File: config.mk
export PLATFORM = sky130hd
export DESIGN_NAME = irq_timer
export DESIGN_NICKNAME = d
export VERILOG_FILES = /design/src/rtl/irq_timer_pkg.sv /design/src/rtl/tick_divider.sv /design/src/rtl/irq_timer.sv
export SDC_FILE = /design/constraint.sdc
export NUM_CORES = 1
export LEC_CHECK = 0
export ABC_AREA = 1
export CORE_AREA = 2 2 133 96
export DETAILED_ROUTE_END_ITERATION = 7
export DIE_AREA = 0 0 135 98
export PLACE_DENSITY = 0.78
export SLEW_MARGIN = 20
export SYNTH_ARGS = -nofsm -noshare
export SYNTH_HDL_FRONTEND = slang
export SYNTH_SLANG_ARGS = --single-unit
File: constraint.sdc
create_clock -name clk -period 1.69 [get_ports clk]
set_input_delay 0.2535 -clock clk [delete_from_list [all_inputs] [get_ports clk]]
set_output_delay 0.2535 -clock clk [all_outputs]
set_load 0.01 [all_outputs]
File: src/rtl/irq_timer_pkg.sv
// irq_timer_pkg: shared definitions for the memory-mapped interval timer.
//   - register word offsets (addr[3:2]) for TH, TL, TCON
//   - TCON bit indices and a packed TCON view
//   - helper to widen TCON to a bus word (upper bits read as zero)
package irq_timer_pkg;

  localparam logic [1:0] OFS_TH   = 2'd0;
  localparam logic [1:0] OFS_TL   = 2'd1;
  localparam logic [1:0] OFS_TCON = 2'd2;

  localparam int TCON_EN = 0;
  localparam int TCON_IE = 1;
  localparam int TCON_ST = 2;

  // Field order puts st at bit 2, ie at bit 1, en at bit 0.
  typedef struct packed {
    logic st;
    logic ie;
    logic en;
  } tcon_t;

  function automatic logic [31:0] tcon_word(input tcon_t t);
    return {29'd0, t};
  endfunction

endpackage

File: src/rtl/tick_divider.sv
// tick_divider: prescaler producing a one-cycle tick every PRESCALE enabled
// cycles.
//   clk   in  core clock
//   rst_n in  synchronous active-low reset
//   en    in  count enable; while low the count is held at 0
//   clr   in  restart the count from 0 at the next edge
//   tick  out high for the cycle in which count == PRESCALE-1
module tick_divider #(
  parameter int PRESCALE   = 1,
  parameter int PRESCALE_W = 16
) (
  input  logic clk,
  input  logic rst_n,
  input  logic en,
  input  logic clr,
  output logic tick
);

  localparam logic [PRESCALE_W-1:0] LAST = PRESCALE_W'(PRESCALE - 1);

  logic [PRESCALE_W-1:0] cnt_q, cnt_d;

  // Combinational so the tick lines up with the cycle that reaches LAST.
  assign tick = en & (cnt_q == LAST);

  always_comb begin
    cnt_d = cnt_q;
    if (!en || clr || tick) cnt_d = '0;
    else                    cnt_d = cnt_q + PRESCALE_W'(1);
  end

  always_ff @(posedge clk) begin
    if (!rst_n) cnt_q <= '0;
    else        cnt_q <= cnt_d;
  end

endmodule

File: src/rtl/irq_timer.sv
// irq_timer: memory-mapped interval timer on the data-memory bus.
// TL counts up on each prescaler tick; on overflow it reloads from TH and,
// if IE is set, latches the sticky status bit ST. irq is ST & IE, masked
// while the CPU runs in kernel mode.
//   clk    in  core clock
//   rst_n  in  synchronous active-low reset
//   addr   in  byte address (TH at BASE, TL at +4, TCON at +8)
//   wdata  in  store data
//   mem_wr in  store strobe
//   mem_rd in  load strobe
//   rdata  out load data (combinational, 0 unless sel & mem_rd)
//   sel    out address decodes to one of the three registers
//   kernel in  PC[31] of the current instruction
//   irq    out interrupt request
module irq_timer
  import irq_timer_pkg::*;
#(
  parameter logic [31:0] BASE_ADDR  = 32'h4000_0000,
  parameter int          PRESCALE   = 1,
  parameter int          PRESCALE_W = 16
) (
  input  logic        clk,
  input  logic        rst_n,
  input  logic [31:0] addr,
  input  logic [31:0] wdata,
  input  logic        mem_wr,
  input  logic        mem_rd,
  output logic [31:0] rdata,
  output logic        sel,
  input  logic        kernel,
  output logic        irq
);

  logic [31:0] th_q, th_d;
  logic [31:0] tl_q, tl_d;
  tcon_t       tcon_q, tcon_d;

  logic [1:0]  ofs;
  logic        wr_th, wr_tl, wr_tcon;
  logic        tick, ovf, div_clr;

  // ---------------------------------------------------------------- decode
  assign ofs     = addr[3:2];
  assign sel     = (addr[31:4] == BASE_ADDR[31:4]) && (ofs != 2'd3);
  assign wr_th   = sel & mem_wr & (ofs == OFS_TH);
  assign wr_tl   = sel & mem_wr & (ofs == OFS_TL);
  assign wr_tcon = sel & mem_wr & (ofs == OFS_TCON);

  // ------------------------------------------------------------- prescaler
  // A TL write restarts the prescale period; clearing EN also restarts it so
  // a later re-enable begins a full period.
  assign div_clr = wr_tl | (wr_tcon & ~wdata[TCON_EN]);

  tick_divider #(
    .PRESCALE  (PRESCALE),
    .PRESCALE_W(PRESCALE_W)
  ) u_div (
    .clk  (clk),
    .rst_n(rst_n),
    .en   (tcon_q.en),
    .clr  (div_clr),
    .tick (tick)
  );

  // A TL write swallows the tick, so it can neither count nor overflow.
  assign ovf = tick & ~wr_tl & (tl_q == 32'hFFFF_FFFF);

  // -------------------------------------------------------- next state
  always_comb begin
    th_d = th_q;
    if (wr_th) th_d = wdata;
  end

  always_comb begin
    tl_d = tl_q;
    if (wr_tl)     tl_d = wdata;
    else if (ovf)  tl_d = th_q;            // old TH even if TH is written now
    else if (tick) tl_d = tl_q + 32'd1;
  end

  // Written ST is ORed with a same-cycle overflow so a clear cannot drop it;
  // the overflow honours the newly written IE.
  always_comb begin
    tcon_d = tcon_q;
    if (wr_tcon) begin
      tcon_d = tcon_t'(wdata[2:0]);
      if (ovf && wdata[TCON_IE]) tcon_d.st = 1'b1;
    end else if (ovf && tcon_q.ie) begin
      tcon_d.st = 1'b1;
    end
  end

  always_ff @(posedge clk) begin
    if (!rst_n) begin
      th_q   <= '0;
      tl_q   <= '0;
      tcon_q <= '0;
    end else begin
      th_q   <= th_d;
      tl_q   <= tl_d;
      tcon_q <= tcon_d;
    end
  end

  // ------------------------------------------------------------- read port
  always_comb begin
    rdata = '0;
    if (sel && mem_rd) begin
      case (ofs)
        OFS_TH:   rdata = th_q;
        OFS_TL:   rdata = tl_q;
        OFS_TCON: rdata = tcon_word(tcon_q);
        default:  rdata = '0;
      endcase
    end
  end

  assign irq = tcon_q.st & tcon_q.ie & ~kernel;

endmodule

==> flow_metrics.env <==
export IMPL_finalWorstSetupSlack_ps=-120
export IMPL_finalHoldViolCount=0
export IMPL_ant_nets=0
export IMPL_slew_limit_headroom=0.774
export IMPL_final_core_util=0.718
export IMPL_yosysSeqAreaShare=0.297
export IMPL_drc_errors=0
export IMPL_final_setup_tns_ps=-3820
export IMPL_fmax_mhz=552
export IMPL_synth_top_family_by_area="simple AND/OR/NAND/NOR gates"
export IMPL_leakage_uw=0.00344
export IMPL_cts_root_buffer="clkbuf_16"
export IMPL_min_path_type="reg -> reg"
export IMPL_final_nets=1193
export IMPL_ys_warn_count=0
export IMPL_grt_max_degree=51
export IMPL_synth_edff_count=0
export IMPL_synth_cell_area_um2=5590
export IMPL_fin_crit_ps=1810
export IMPL_synth_xor_area_share=0.0391
export IMPL_instances_no_fill=1288
export IMPL_crit_type="reg -> reg"
export IMPL_die_y_um=98
export IMPL_ys_flop_type="dfxtp_1"
export IMPL_grt_pass1_vias=6128
export IMPL_routedWlPerCell_um=16.3
export IMPL_antenna_found_initial=0
export IMPL_dr_pass1_iters=6
export IMPL_synth_distinct_cells=43
export IMPL_grt_pass1_wl_mm=30.7
export IMPL_crit_path_max_fanout=5
export IMPL_placed_cell_area_um2=7590
export IMPL_nFillCells=908
export IMPL_start_util=0.463
export IMPL_die_x_um=135
export IMPL_tritoncts="done"
export IMPL_port_buffers=100
export IMPL_area_growth_pct=55.0
export IMPL_gr_total_overflow=0
export IMPL_finalPower_uw=4100
export IMPL_drv_cap=0
export IMPL_dp_hpwl_mm=13.2
export IMPL_cp_start_kind="register"
export IMPL_cp_data_arrival_time_ps=2040
export IMPL_yosys_area_share_simple=0.386
export IMPL_rsz0062_at_grt="true"
export IMPL_clk_latency_ps=350
export IMPL_gp_congestion=0.922
export IMPL_rows=34
export IMPL_async_flop_share=0
export IMPL_cts_buffer_depth=2
export IMPL_synth_compound_area_share=0.156
export IMPL_cts_clk_slew_worst_paths_ps=70
export IMPL_via_per_inst=5.44
export IMPL_cts_buffers=9
export IMPL_grt_use_total=0.289
export IMPL_num_antenna_cells=0
export IMPL_h_tree_depth=3
export IMPL_drive_above_1_share=0.351
export IMPL_cts_sinks=83
export IMPL_synthMuxAreaShare=0
export IMPL_pin_count=103
export IMPL_slew_violations=0
export IMPL_violations="negative setup slack"
export IMPL_vias=7013
export IMPL_required_ps=1920
export IMPL_status="complete, but fails checks"
export IMPL_synth_avg_cell_area_um2=6.24
export IMPL_finalClockSkew_ps=10.3
export IMPL_wl_mm=21.0
export IMPL_ys_ff_latch=83
export IMPL_design_area_um2=8670
export IMPL_power_density_nw_per_um2=473
export IMPL_syn_nets=969
export IMPL_design_core_area_um2=12100
export IMPL_tightest_slew_ps=336
export IMPL_die_area_um2=13200
export IMPL_setup_viol=60
export IMPL_synthAdderAreaFrac=0.00671
export IMPL_fin_crit_sh=1.07
export IMPL_ir_drop_mv=0.468
export IMPL_end_kind="register"
export IMPL_post_place_cells=1236
export IMPL_drt_iter0_markers=645
export IMPL_syn_inst=897
sequential cells by signal (all words and copies together), names as in the netlist:
name         cells
th_q            32
tl_q            32
u_div.cnt_q     16
tcon_q           3
cells by family after synthesis:
kind of cell,after synthesis
compound gates,148
simple gates,481
flops,83
buf+inv,157
xor+xnor,25
fa+ha+maj,3
worst max-delay path, cell delays in order, from the launching register on:
cell	delay, ps
dfxtp_4	360
ha_4	150
nand3_4	100
nor2_8	140
nand3_4	100
nor2_4	140
buf_6	120
nand4_1	110
buf_6	180
o211ai_1	200
a21oi_1	100
metal layers:
layer,part of all wire,GRT usage,vias up
li1,-,-,3343
met1,0.43,0.412,3218
met2,0.45,0.453,386
met3,0.094,0.0504,66
met4,0.028,0.0705,0
met5,0,0,-
synth_stat cells, types with 2 or more instances:
cell      instances  area [um2]
buf_2            13        65.1
a21oi_2           2        17.5
inv_2             4        15.0
nand3_1          55         275
nand2_2           5        31.3
ha_1              3        37.5
nand4_1          14        87.6
nor4_1            3        18.8
buf_6             4        45.0
nor2_2            3        18.8
nor2_4            6        67.6
o21ai_1           2        10.0
dfxtp_1          83        1660
nand2_1         221         830
nand3_2           5        50.1
nor2_1          132         495
o21ai_0          26         130
xnor2_1           5        43.8
and3_1            2        12.5
xor2_1           20         175
buf_4             2        15.0
nand2_4           2        22.5
nor3_1           21         105
clkbuf_1         18        67.6
a211oi_1         33         248
o211ai_1          6        45.0
inv_1           116         435
o21ai_2           4        35.0
nand3_4           2        35.0
nor3b_1           3        22.5
a21oi_1          70         350
cells in the final DEF (no fill, tap or decap), types with 3 or more instances in the layout:
cell type and instances:
a211oi_1 33, a21oi_1 27, a21oi_2 39, a21oi_4 6, buf_12 11, buf_2 48, buf_4 106, buf_6 44
clkbuf_16 9, clkdlybuf4s50_1 36, clkinv_2 5, dfxtp_1 77, dfxtp_2 5, inv_1 110, inv_2 10, nand2_1 199
nand2_2 24, nand2_4 5, nand3_1 43, nand3_2 14, nand3_4 5, nand4_1 14, nor2_1 106, nor2_2 20
nor2_4 15, nor3_1 16, nor3_2 4, nor3b_1 3, o211ai_1 6, o21ai_0 24, o21ai_2 6, xnor2_1 5
xor2_1 20
power breakdown:
group | switching, uW | internal, uW | total (uW)
clock | 824 | 983 | 1810
combinational | 161 | 182 | 343
sequential | 0.00000114 | 1950 | 1950
per-stage QoR:
stage                     setup WS, ps  hold WS (ps)
after floorplan                  -4.26           374
after global placement            -752           463
after detailed placement          -783           462
after CTS                         -137           475
after global routing              -219           493
final                             -120           481
timing repair:
item	in CTS	in global routing
cloned	2	1
resized for setup	315	134
hold buffers	0	0
endpoints found under the setup margin	84	80
buffers inserted	14	20
pin swaps	28	34
worst paths after layout:
kind,startpoint,to,slack (ps),cells after the start
setup / recovery,tl_q[1]$_SDFFE_PN0P_,tl_q[0]$_SDFFE_PN0P_,-120,10
hold / removal,th_q[3]$_SDFFE_PN0P_,th_q[3]$_SDFFE_PN0P_,480,2
setup reg to reg,tl_q[1]$_SDFFE_PN0P_,tl_q[0]$_SDFFE_PN0P_,-120,10
hold reg to reg,th_q[3]$_SDFFE_PN0P_,th_q[3]$_SDFFE_PN0P_,480,2
layout make-up:
class | count | area, um2 | share of cell area
Clock inverter | 6 | 32.5 | 0.00375
Multi-Input combinational cell | 657 | 3880 | 0.448
Clock buffer | 10 | 229 | 0.0264
Sequential cell | 83 | 1670 | 0.193
Tap cell | 162 | 203 | 0.0234
Timing Repair Buffer | 250 | 2200 | 0.254
Inverter | 120 | 450 | 0.0520
(Power assumes the default switching activity.)
